File: src/rtl/mux_rr_nto1_if.sv
// Handshake bundle between N producer channels, the mux and its single consumer.
// The master drives the channel side plus out_ready; the slave is the mux itself.
interface mux_rr_nto1_if #(
    parameter int NCH = 4,
    parameter int DW  = 8
);
    localparam int SELW = $clog2(NCH);

    logic                mode;
    logic [SELW-1:0]     sel;
    logic [NCH-1:0]      in_valid;
    logic [NCH*DW-1:0]   in_data;
    logic [NCH-1:0]      in_ready;
    logic                out_valid;
    logic [DW-1:0]       out_data;
    logic [SELW-1:0]     out_ch;
    logic                out_ready;

    modport master (
        output mode, sel, in_valid, in_data, out_ready,
        input  in_ready, out_valid, out_data, out_ch
    );

    modport slave (
        input  mode, sel, in_valid, in_data, out_ready,
        output in_ready, out_valid, out_data, out_ch
    );
endinterface

File: src/rtl/mux_rr_nto1.sv
// N-to-1 mux (fixed sel or round-robin) into one output register; 1-cycle latency, no bubble on back-to-back.
// Inputs stall only while a held word is refused by the consumer; MUX_RR_STATS_EN adds the out_cnt counter.
module mux_rr_nto1 #(
    parameter int NCH = 4,
    parameter int DW  = 8
) (
    input  logic         clk,
    input  logic         rst_n,
`ifdef MUX_RR_STATS_EN
    output logic [15:0]  out_cnt,
`endif
    mux_rr_nto1_if.slave bus
);
    localparam int SELW = $clog2(NCH);

    typedef enum logic {
        EMPTY = 1'b0,
        FULL  = 1'b1
    } state_e;

    state_e          state_q;
    logic [DW-1:0]   data_q;
    logic [SELW-1:0] ch_q;
    logic [SELW-1:0] rr_ptr_q;
    logic [SELW-1:0] rr_ptr_d;

    logic            load;
    logic            gnt_vld;
    logic [SELW-1:0] gnt_idx;
    logic [DW-1:0]   gnt_dat;
    logic            xfer_in;

    assign load = (state_q == EMPTY) | bus.out_ready;

    // Round-robin search runs backwards so the last hit is the first channel after rr_ptr_q.
    always_comb begin : p_grant
        logic [SELW-1:0] idx;
        gnt_vld = 1'b0;
        gnt_idx = '0;
        idx     = '0;
        if (!bus.mode) begin
            if ((int'(bus.sel) < NCH) && bus.in_valid[bus.sel]) begin
                gnt_vld = 1'b1;
                gnt_idx = bus.sel;
            end
        end else begin
            for (int k = NCH; k >= 1; k--) begin
                idx = SELW'((int'(rr_ptr_q) + k) % NCH);
                if (bus.in_valid[idx]) begin
                    gnt_vld = 1'b1;
                    gnt_idx = idx;
                end
            end
        end
    end

    assign gnt_dat = bus.in_data[int'(gnt_idx)*DW +: DW];
    assign xfer_in = rst_n & load & gnt_vld;
    assign rr_ptr_d = (xfer_in && bus.mode) ? gnt_idx : rr_ptr_q;

    always_comb begin
        bus.in_ready = '0;
        if (xfer_in) begin
            bus.in_ready[gnt_idx] = 1'b1;
        end
    end

    always_ff @(posedge clk or negedge rst_n) begin
        if (!rst_n) begin
            state_q  <= EMPTY;
            data_q   <= '0;
            ch_q     <= '0;
            rr_ptr_q <= SELW'(NCH - 1);
        end else begin
            rr_ptr_q <= rr_ptr_d;
            case (state_q)
                EMPTY: begin
                    if (xfer_in) begin
                        state_q <= FULL;
                        data_q  <= gnt_dat;
                        ch_q    <= gnt_idx;
                    end
                end
                FULL: begin
                    if (xfer_in) begin
                        data_q <= gnt_dat;
                        ch_q   <= gnt_idx;
                    end else if (bus.out_ready) begin
                        state_q <= EMPTY;
                    end
                end
                default: state_q <= EMPTY;
            endcase
        end
    end

    assign bus.out_valid = (state_q == FULL);
    assign bus.out_data  = data_q;
    assign bus.out_ch    = ch_q;

`ifdef MUX_RR_STATS_EN
    logic [15:0] cnt_q;
    logic [15:0] cnt_d;

    assign cnt_d = (bus.out_valid && bus.out_ready) ? cnt_q + 16'd1 : cnt_q;

    always_ff @(posedge clk or negedge rst_n) begin
        if (!rst_n) begin
            cnt_q <= '0;
        end else begin
            cnt_q <= cnt_d;
        end
    end

    assign out_cnt = cnt_q;
`endif
endmodule
File: src/flat_wrapper.sv
// flat-port wrapper written by rule: the top's interface ports become plain ports
module mux_rr_nto1_flat 
#(
    parameter int NCH = 4,
    parameter int DW  = 8
)
  (clk, rst_n, bus_mode, bus_sel, bus_in_valid, bus_in_data, bus_out_ready, bus_in_ready, bus_out_valid, bus_out_data, bus_out_ch);
  mux_rr_nto1_if #(.NCH(NCH), .DW(DW)) bus_i ();
  input  logic clk;
  input  logic rst_n;
  input wire logic [$bits(bus_i.mode)-1:0] bus_mode;
  input wire logic [$bits(bus_i.sel)-1:0] bus_sel;
  input wire logic [$bits(bus_i.in_valid)-1:0] bus_in_valid;
  input wire logic [$bits(bus_i.in_data)-1:0] bus_in_data;
  input wire logic [$bits(bus_i.out_ready)-1:0] bus_out_ready;
  output wire logic [$bits(bus_i.in_ready)-1:0] bus_in_ready;
  output wire logic [$bits(bus_i.out_valid)-1:0] bus_out_valid;
  output wire logic [$bits(bus_i.out_data)-1:0] bus_out_data;
  output wire logic [$bits(bus_i.out_ch)-1:0] bus_out_ch;
  assign bus_i.mode = bus_mode;
  assign bus_i.sel = bus_sel;
  assign bus_i.in_valid = bus_in_valid;
  assign bus_i.in_data = bus_in_data;
  assign bus_i.out_ready = bus_out_ready;
  assign bus_in_ready = bus_i.in_ready;
  assign bus_out_valid = bus_i.out_valid;
  assign bus_out_data = bus_i.out_data;
  assign bus_out_ch = bus_i.out_ch;
  mux_rr_nto1 #(.NCH(NCH), .DW(DW)) u_core (.clk(clk), .rst_n(rst_n), .bus(bus_i));
endmodule
File: config.mk
export PLATFORM = sky130hd
export DESIGN_NAME = mux_rr_nto1_flat
export DESIGN_NICKNAME = d
export VERILOG_FILES = /design/src/rtl/mux_rr_nto1_if.sv /design/src/rtl/mux_rr_nto1.sv /design/src/flat_wrapper.sv
export SDC_FILE = /design/constraint.sdc
export NUM_CORES = 1
export LEC_CHECK = 0
export BUFFER_PORTS_ARGS = -buffer_cell sky130_fd_sc_hd__buf_2
export CAP_MARGIN = 25
export CELL_PAD_IN_SITES_DETAIL_PLACEMENT = 0
export CELL_PAD_IN_SITES_GLOBAL_PLACEMENT = 1
export CORE_ASPECT_RATIO = 1.5
export CORE_MARGIN = 2
export CORE_UTILIZATION = 33
export CTS_BUF_LIST = sky130_fd_sc_hd__clkbuf_4 sky130_fd_sc_hd__clkbuf_8
export CTS_CLUSTER_DIAMETER = 50
export CTS_CLUSTER_SIZE = 24
export DETAILED_ROUTE_END_ITERATION = 7
export PLACE_DENSITY = 0.82
export SLEW_MARGIN = 40
export SYNTH_ARGS = -nofsm -noshare
export SYNTH_HDL_FRONTEND = slang
export SYNTH_SLANG_ARGS = --single-unit
File: constraint.sdc
create_clock -name clk -period 1.8 [get_ports clk]
set_input_delay 0.18 -clock clk [delete_from_list [all_inputs] [get_ports clk]]
set_output_delay 0.18 -clock clk [all_outputs]
set_load 0.02 [all_outputs]
## Yosys cells after proc, flatten, opt, wreduce, memory -nomap -nowiden

Index checks and enable logic that the tools add are counted.

| word-level totals | value |
|---|---|
| input bits | 42 |
| output and inout bits | 15 |
| register bits | 13 |
| logic and storage cells | 53 |

| operators by class | value |
|---|---|
| $lt $le $gt $ge | 7 |
| bitwise logic cells | 4 |
| $add $sub $neg | 4 |
| shift operators | 1 |
| reduce and logical (&&, ||, !) cells | 2 |
| muxes and demuxes | 31 |

Operators by type and width:

| cell | number |
|---|---|
| $shiftx A32 B6 Y8 | 1 |
| $lt A2 B3 Y1 const B | 6 |
| $mux W1 | 15 |
| $mux W2 | 7 |
| $bmux W1 S2 | 5 |
| $mux W8 | 1 |
| $add A2 B1 Y2 const B | 2 |
| $add A2 B2 Y2 const B | 2 |
| $mux W4 | 1 |
| $and A1 B1 Y1 | 2 |
| $demux W1 S2 | 1 |
| $ge A2 B1 Y1 const B | 1 |
| $logic_and A1 B1 Y1 | 2 |
| $pmux W1 S2 | 1 |
| $not A1 Y1 | 1 |
| $or A1 B1 Y1 | 1 |

## Depth between registers and ports, before layout

| logic depth | value |
|---|---|
| word-level depth | 13 |
| gate-level depth with buffers | 8 |
| gate-level depth less buffers | 5 |

## Worst setup path before layout

No wires, ideal clock.

| timing path | value |
|---|---|
| path type | register -> output |
| from | register u_core.rr_ptr_q[0] |
| to | output port bus_in_ready[2] |
| arrival time | 1,756 ps |
| cell stages (with the launch flop) | 7 |
| setup slack | -136 ps |
| path buffers | 1 |
| path through | dfstp_2 > nor2_1 > a221oi_4 > buf_6 > o211ai_1 > nand2_1 > nor3b_2 |

| on the way | value |
|---|---|
| longest elaborated chain between the ends | 13 |
| elaborated cells between the ends (all ways) | 29 |

RTL lines:

| what | line | RTL |
|---|---|---|
| start, declared | mux_rr_nto1.sv:24 | `logic [SELW-1:0] rr_ptr_q;` |
| start signal, assigned | mux_rr_nto1.sv:73 | `rr_ptr_q <= SELW'(NCH - 1);` |
| start signal, assigned | mux_rr_nto1.sv:75 | `rr_ptr_q <= rr_ptr_d;` |
| $add A2 B1 Y2 | mux_rr_nto1.sv:48 | `idx = SELW'((int'(rr_ptr_q) + k) % NCH);` |
| $bmux W1 S2 | mux_rr_nto1.sv:49 | `if (bus.in_valid[idx]) begin` |
| $mux W1 (implied by the code) | mux_rr_nto1.sv:49 |  |
| $mux W2 (4 in series) | mux_rr_nto1.sv:49 |  |
| $mux W2 | mux_rr_nto1.sv:41 | `if (!bus.mode) begin` |
| $lt A2 B3 Y1 (implied by the code) / $ge A2 B1 Y1 (equally long branches) | mux_rr_nto1.sv:64 | `bus.in_ready[gnt_idx] = 1'b1;` |
| $logic_and A1 B1 Y1 (implied by the code) | mux_rr_nto1.sv:64 |  |
| $mux W1 (implied by the code) | mux_rr_nto1.sv:64 |  |
| $demux W1 S2 | -- |  |
| $mux W4 * | mux_rr_nto1.sv:63 | `if (xfer_in) begin` |
| end, declared | flat_wrapper.sv:16 | `output wire logic [$bits(bus_i.in_ready)-1:0] bus_in_ready;` |

Every way passes the cells marked *; elsewhere a longest branch is shown, timed or not. The select of a mux whose other input is x is not followed.

## Final worst setup path

| timing path | value |
|---|---|
| from | register u_core.rr_ptr_q[0] |
| to | output port bus_in_ready[3] |

The elaborated chain is that of the path after synthesis.

==> reports/qor.csv <==
stage,metric,value,unit
drt,total number of vias,1896,
clocking,clk root buf,sky130_fd_sc_hd__clkbuf_8,
status,failing checks,setup timing,
die,horizontal extent of the die,59.6,um
logic_synthesis,area fraction of the dominant cell type after synthesis,18.0,%
clocking,maximum level of the CTS H-tree,1,
critical_path,crit path max fanout,5,
clocking,TritonCTS clock tree,built,
sta,Sum Neg Setup Slack,-1410,ps
logic_synthesis,portion of the post-synthesis area used by sequential elements,21.4,%
logic_synthesis,leading area contributor after synthesis,sky130_fd_sc_hd__dfrtp_1,
die,Initial Util,34.0,%
global_route,largest net degree at the start of global routing,34,
cells_and_area,area delta synth->final,49.1,%
run,reported max-cap violation count,0,
critical_path,cells traversed along the worst timing path,nand2b_4 > a31oi_4 > o211ai_1 > nand2_1 > and3_4 > buf_6,
critical_path,crit end category,output port,
status,result of the run,"complete, but fails checks",
drt,drt first pass iters,4,
clocking,clock slew seen by the registers of the worst setup and hold paths,60,ps
placement,Cells after DPL,303,
critical_path,endpoint arrival time on the critical path,1890,ps
logic_synthesis,Area contributors post-synth,"sky130_fd_sc_hd__dfrtp_1 (18%), sky130_fd_sc_hd__o2111a_1 (12%), sky130_fd_sc_hd__o32ai_1 (9.2%)",
global_route,remaining global-route overflow,0,
cells_and_area,Antenna Cells,0,
logic_synthesis,average cell area after synthesis,7.81,sq um
power,power per unit of standard cell area,912,nW/um^2
power,largest vdd supply drop,0.000324,V
logic_synthesis,Synth Flop Type,sky130_fd_sc_hd__dfrtp_1,
sta,count of endpoints failing setup in the final report,12,
critical_path,Critical Path Slowest Stage Cell,sky130_fd_sc_hd__dfstp_2,
die,die footprint,5210,sq um
cells_and_area,filler-free cell count of the finished design,317,
logic_synthesis,Synth Net Count,238,
sta,final count of hold timing violations,0,
sta,highest attainable clock frequency,0.483,GHz
drt,ANT nets after route,0,
sta,worst path setup slack after routing,-269,ps
global_route,All-Layer GR Usage,21.5,%
critical_path,family with the most delay on the worst path,flip-flops,
drt,number of vias per cell,5.98,
logic_synthesis,number of synthesized flops with an enable pin,0,
die,core area,4500,sq um
sta,fraction of the cycle the final worst path needs,115,%
critical_path,Critical path buffers and inverters,1,
logic_synthesis,fraction of registers with async set or reset after synthesis,100,%
clocking,CTS buffer count,3,
placement,HPWL after detailed placement,3900,um
critical_path,delay of the slowest cell on the worst path,590,ps
sta,actual transition at the worst max-transition pin,410,ps
sta,setup repair after global routing missed its margin,true,
logic_synthesis,Synth Instances,196,
cells_and_area,filler cell count in the final layout,459,
logic_synthesis,total of warnings raised by yosys,0,
drt,sum of routed wire length over all layers,5470,um
clocking,number of clock sinks seen by CTS,13,
die,Top Ports,57,
critical_path,kind of launch point of the worst setup path,flop,
logic_synthesis,list of most frequent post-synthesis cells,"sky130_fd_sc_hd__a21oi_1 (19), sky130_fd_sc_hd__inv_1 (18), sky130_fd_sc_hd__nand2_1 (18)",
clocking,later-pin clock latency in the skew report,240,ps
power,Lkg Pwr,1.02,nW
sta,worst relative slew slack,72.3,%
placement,Final Wtd Congestion,0.920,
sta,post-layout min period,2070,ps
clocking,maximum clock path buffer count,2,
die,height of the chip,87.4,um
cells_and_area,number of nets in the final layout,312,
global_route,antenna violations before repair,0,
logic_synthesis,number of storage elements in the synthesis netlist,13,
global_route,number of global-route vias before repair,1751,
critical_path,worst path required time,1620,ps
logic_synthesis,leading cell type by number of instances after synthesis,sky130_fd_sc_hd__a21oi_1,
hold_path,worst min-delay path category,in2reg,
logic_synthesis,Netlist Area Pre-Place,1530,sq um
sta,max-slew violation count,0,
logic_synthesis,Unique masters post-synth,40,
die,number of placement rows,30,
drt,Iter 0 DRT Violations,121,
critical_path,critical path start-end classification,reg2out,
global_route,global-route wire length before repair,8510,um
placement,IO buf count,56,
cells_and_area,ratio of cells with drive above 1 in the final layout,48.0,%
drt,remaining design rule violation count,0,
drt,WL per Instance,17.2,um
sta,worst-case clock skew,1.82,ps
cells_and_area,Final Core Density,50.6,%
[worst register-to-register path: stages, from the launching register on]
cell	delay, ps
sky130_fd_sc_hd__dfstp_2	610
sky130_fd_sc_hd__nor2_4	60
sky130_fd_sc_hd__a221oi_4	270
sky130_fd_sc_hd__buf_4	180
sky130_fd_sc_hd__buf_12	150
sky130_fd_sc_hd__a21oi_1	90
sky130_fd_sc_hd__nor3_2	250
sky130_fd_sc_hd__o221ai_1	160
[cell families (layout without fill, tap and decap cells)]
group	after synthesis	count (layout)	synth area share (%)
AND/OR/NAND/NOR	51	51	16.8
AO/OA/AOI/OAI	87	87	44.8
multiplexers	5	5	3.68
buffers and inverters	40	113	13.2
flip-flops	13	13	21.4
[power by group]
group          leakage [nW]  internal [mW]  switching [mW]
registers             0.157          0.409          0.0948
clock network        0.0262          0.171           0.105
logic                 0.834          0.613           0.686
[sequential cells by signal, indices dropped and copies added (netlist names)]
register / flops
u_core.bus.out_ch: 2
u_core.bus.out_valid: 1
u_core.rr_ptr_q: 2
u_core.bus.out_data: 8
[cells in the final DEF, fill, tap and decap left out, types with 2 or more instances in the layout]
| master | instances |
|---|---|
| sky130_fd_sc_hd__buf_2 | 52 |
| sky130_fd_sc_hd__buf_4 | 26 |
| sky130_fd_sc_hd__inv_1 | 18 |
| sky130_fd_sc_hd__nand2_1 | 16 |
| sky130_fd_sc_hd__a21oi_1 | 16 |
| sky130_fd_sc_hd__o2111a_1 | 16 |
| sky130_fd_sc_hd__o32ai_1 | 16 |
| sky130_fd_sc_hd__o21ai_0 | 13 |
| sky130_fd_sc_hd__dfrtp_1 | 11 |
| sky130_fd_sc_hd__nor3_2 | 10 |
| sky130_fd_sc_hd__nor3_1 | 7 |
| sky130_fd_sc_hd__o221ai_1 | 7 |
| sky130_fd_sc_hd__buf_6 | 7 |
| sky130_fd_sc_hd__buf_12 | 5 |
| sky130_fd_sc_hd__o21ai_1 | 4 |
| sky130_fd_sc_hd__a21oi_2 | 3 |
| sky130_fd_sc_hd__o221ai_2 | 3 |
| sky130_fd_sc_hd__clkbuf_8 | 3 |
| sky130_fd_sc_hd__nor2_1 | 2 |
| sky130_fd_sc_hd__nand2b_1 | 2 |
| sky130_fd_sc_hd__mux2i_1 | 2 |
| sky130_fd_sc_hd__nand2_2 | 2 |
| sky130_fd_sc_hd__and3_4 | 2 |
| sky130_fd_sc_hd__dfstp_2 | 2 |
[cell type report]
class                           count  area [sq um]  area share, %
Tap cell                           48          60.1           2.63
Sequential cell                    13           328           14.4
Timing Repair Buffer               91           644           28.3
Inverter                           18          67.6           2.96
Clock buffer                        4          48.8           2.14
Multi-Input combinational cell    143          1130           49.6
[worst paths after layout]
kind | start | endpoint | slack (ps) | cells after the start
setup / recovery | u_core.rr_ptr_q[0] | bus_in_ready[3] | -270 | 6
hold / removal | bus_out_ready | u_core.bus.out_valid | 240 | 3
setup reg to reg | u_core.rr_ptr_q[1] | u_core.bus.out_data[6] | -100 | 7
hold reg to reg | u_core.bus.out_ch[1] | u_core.bus.out_ch[1] | 490 | 1
max in group asynchronous | rst_n | u_core.rr_ptr_q[0] | 1060 | 3
min in group asynchronous | rst_n | u_core.bus.out_ch[1] | 300 | 2
[through the flow]
stage | worst slack (ps) | total power, mW | hold WS [ps] | area [sq um]
after global placement | -137 | 1.57 | 2.85 | 2010
after CTS | -249 | 2.05 | 241 | 2260
final | -269 | 2.08 | 238 | 2280
after global routing | -332 | 2.21 | 273 | 2280
after detailed placement | -166 | 1.59 | 6.23 | 2010
after floorplan | -61.0 | 1.17 | -116 | 1550
[what timing repair did]
action                                 4_1_cts  5_1_grt
pin swaps                                   13        6
resized for setup                           32        5
endpoints found under the hold margin       11        0
setup buffers                               10        0
setup endpoints to repair                   12       14
hold buffers                                 1        0
[per-layer routing]
layer	GRT usage [%]	vias to the layer above	routed length [um]
li1	-	910	-
met1	26.3	898	2150
met2	37.8	74	2910
met3	1.78	14	238
met4	8.28	0	168
met5	0	-	0
Note: power is estimated with default switching activity, not from simulation.
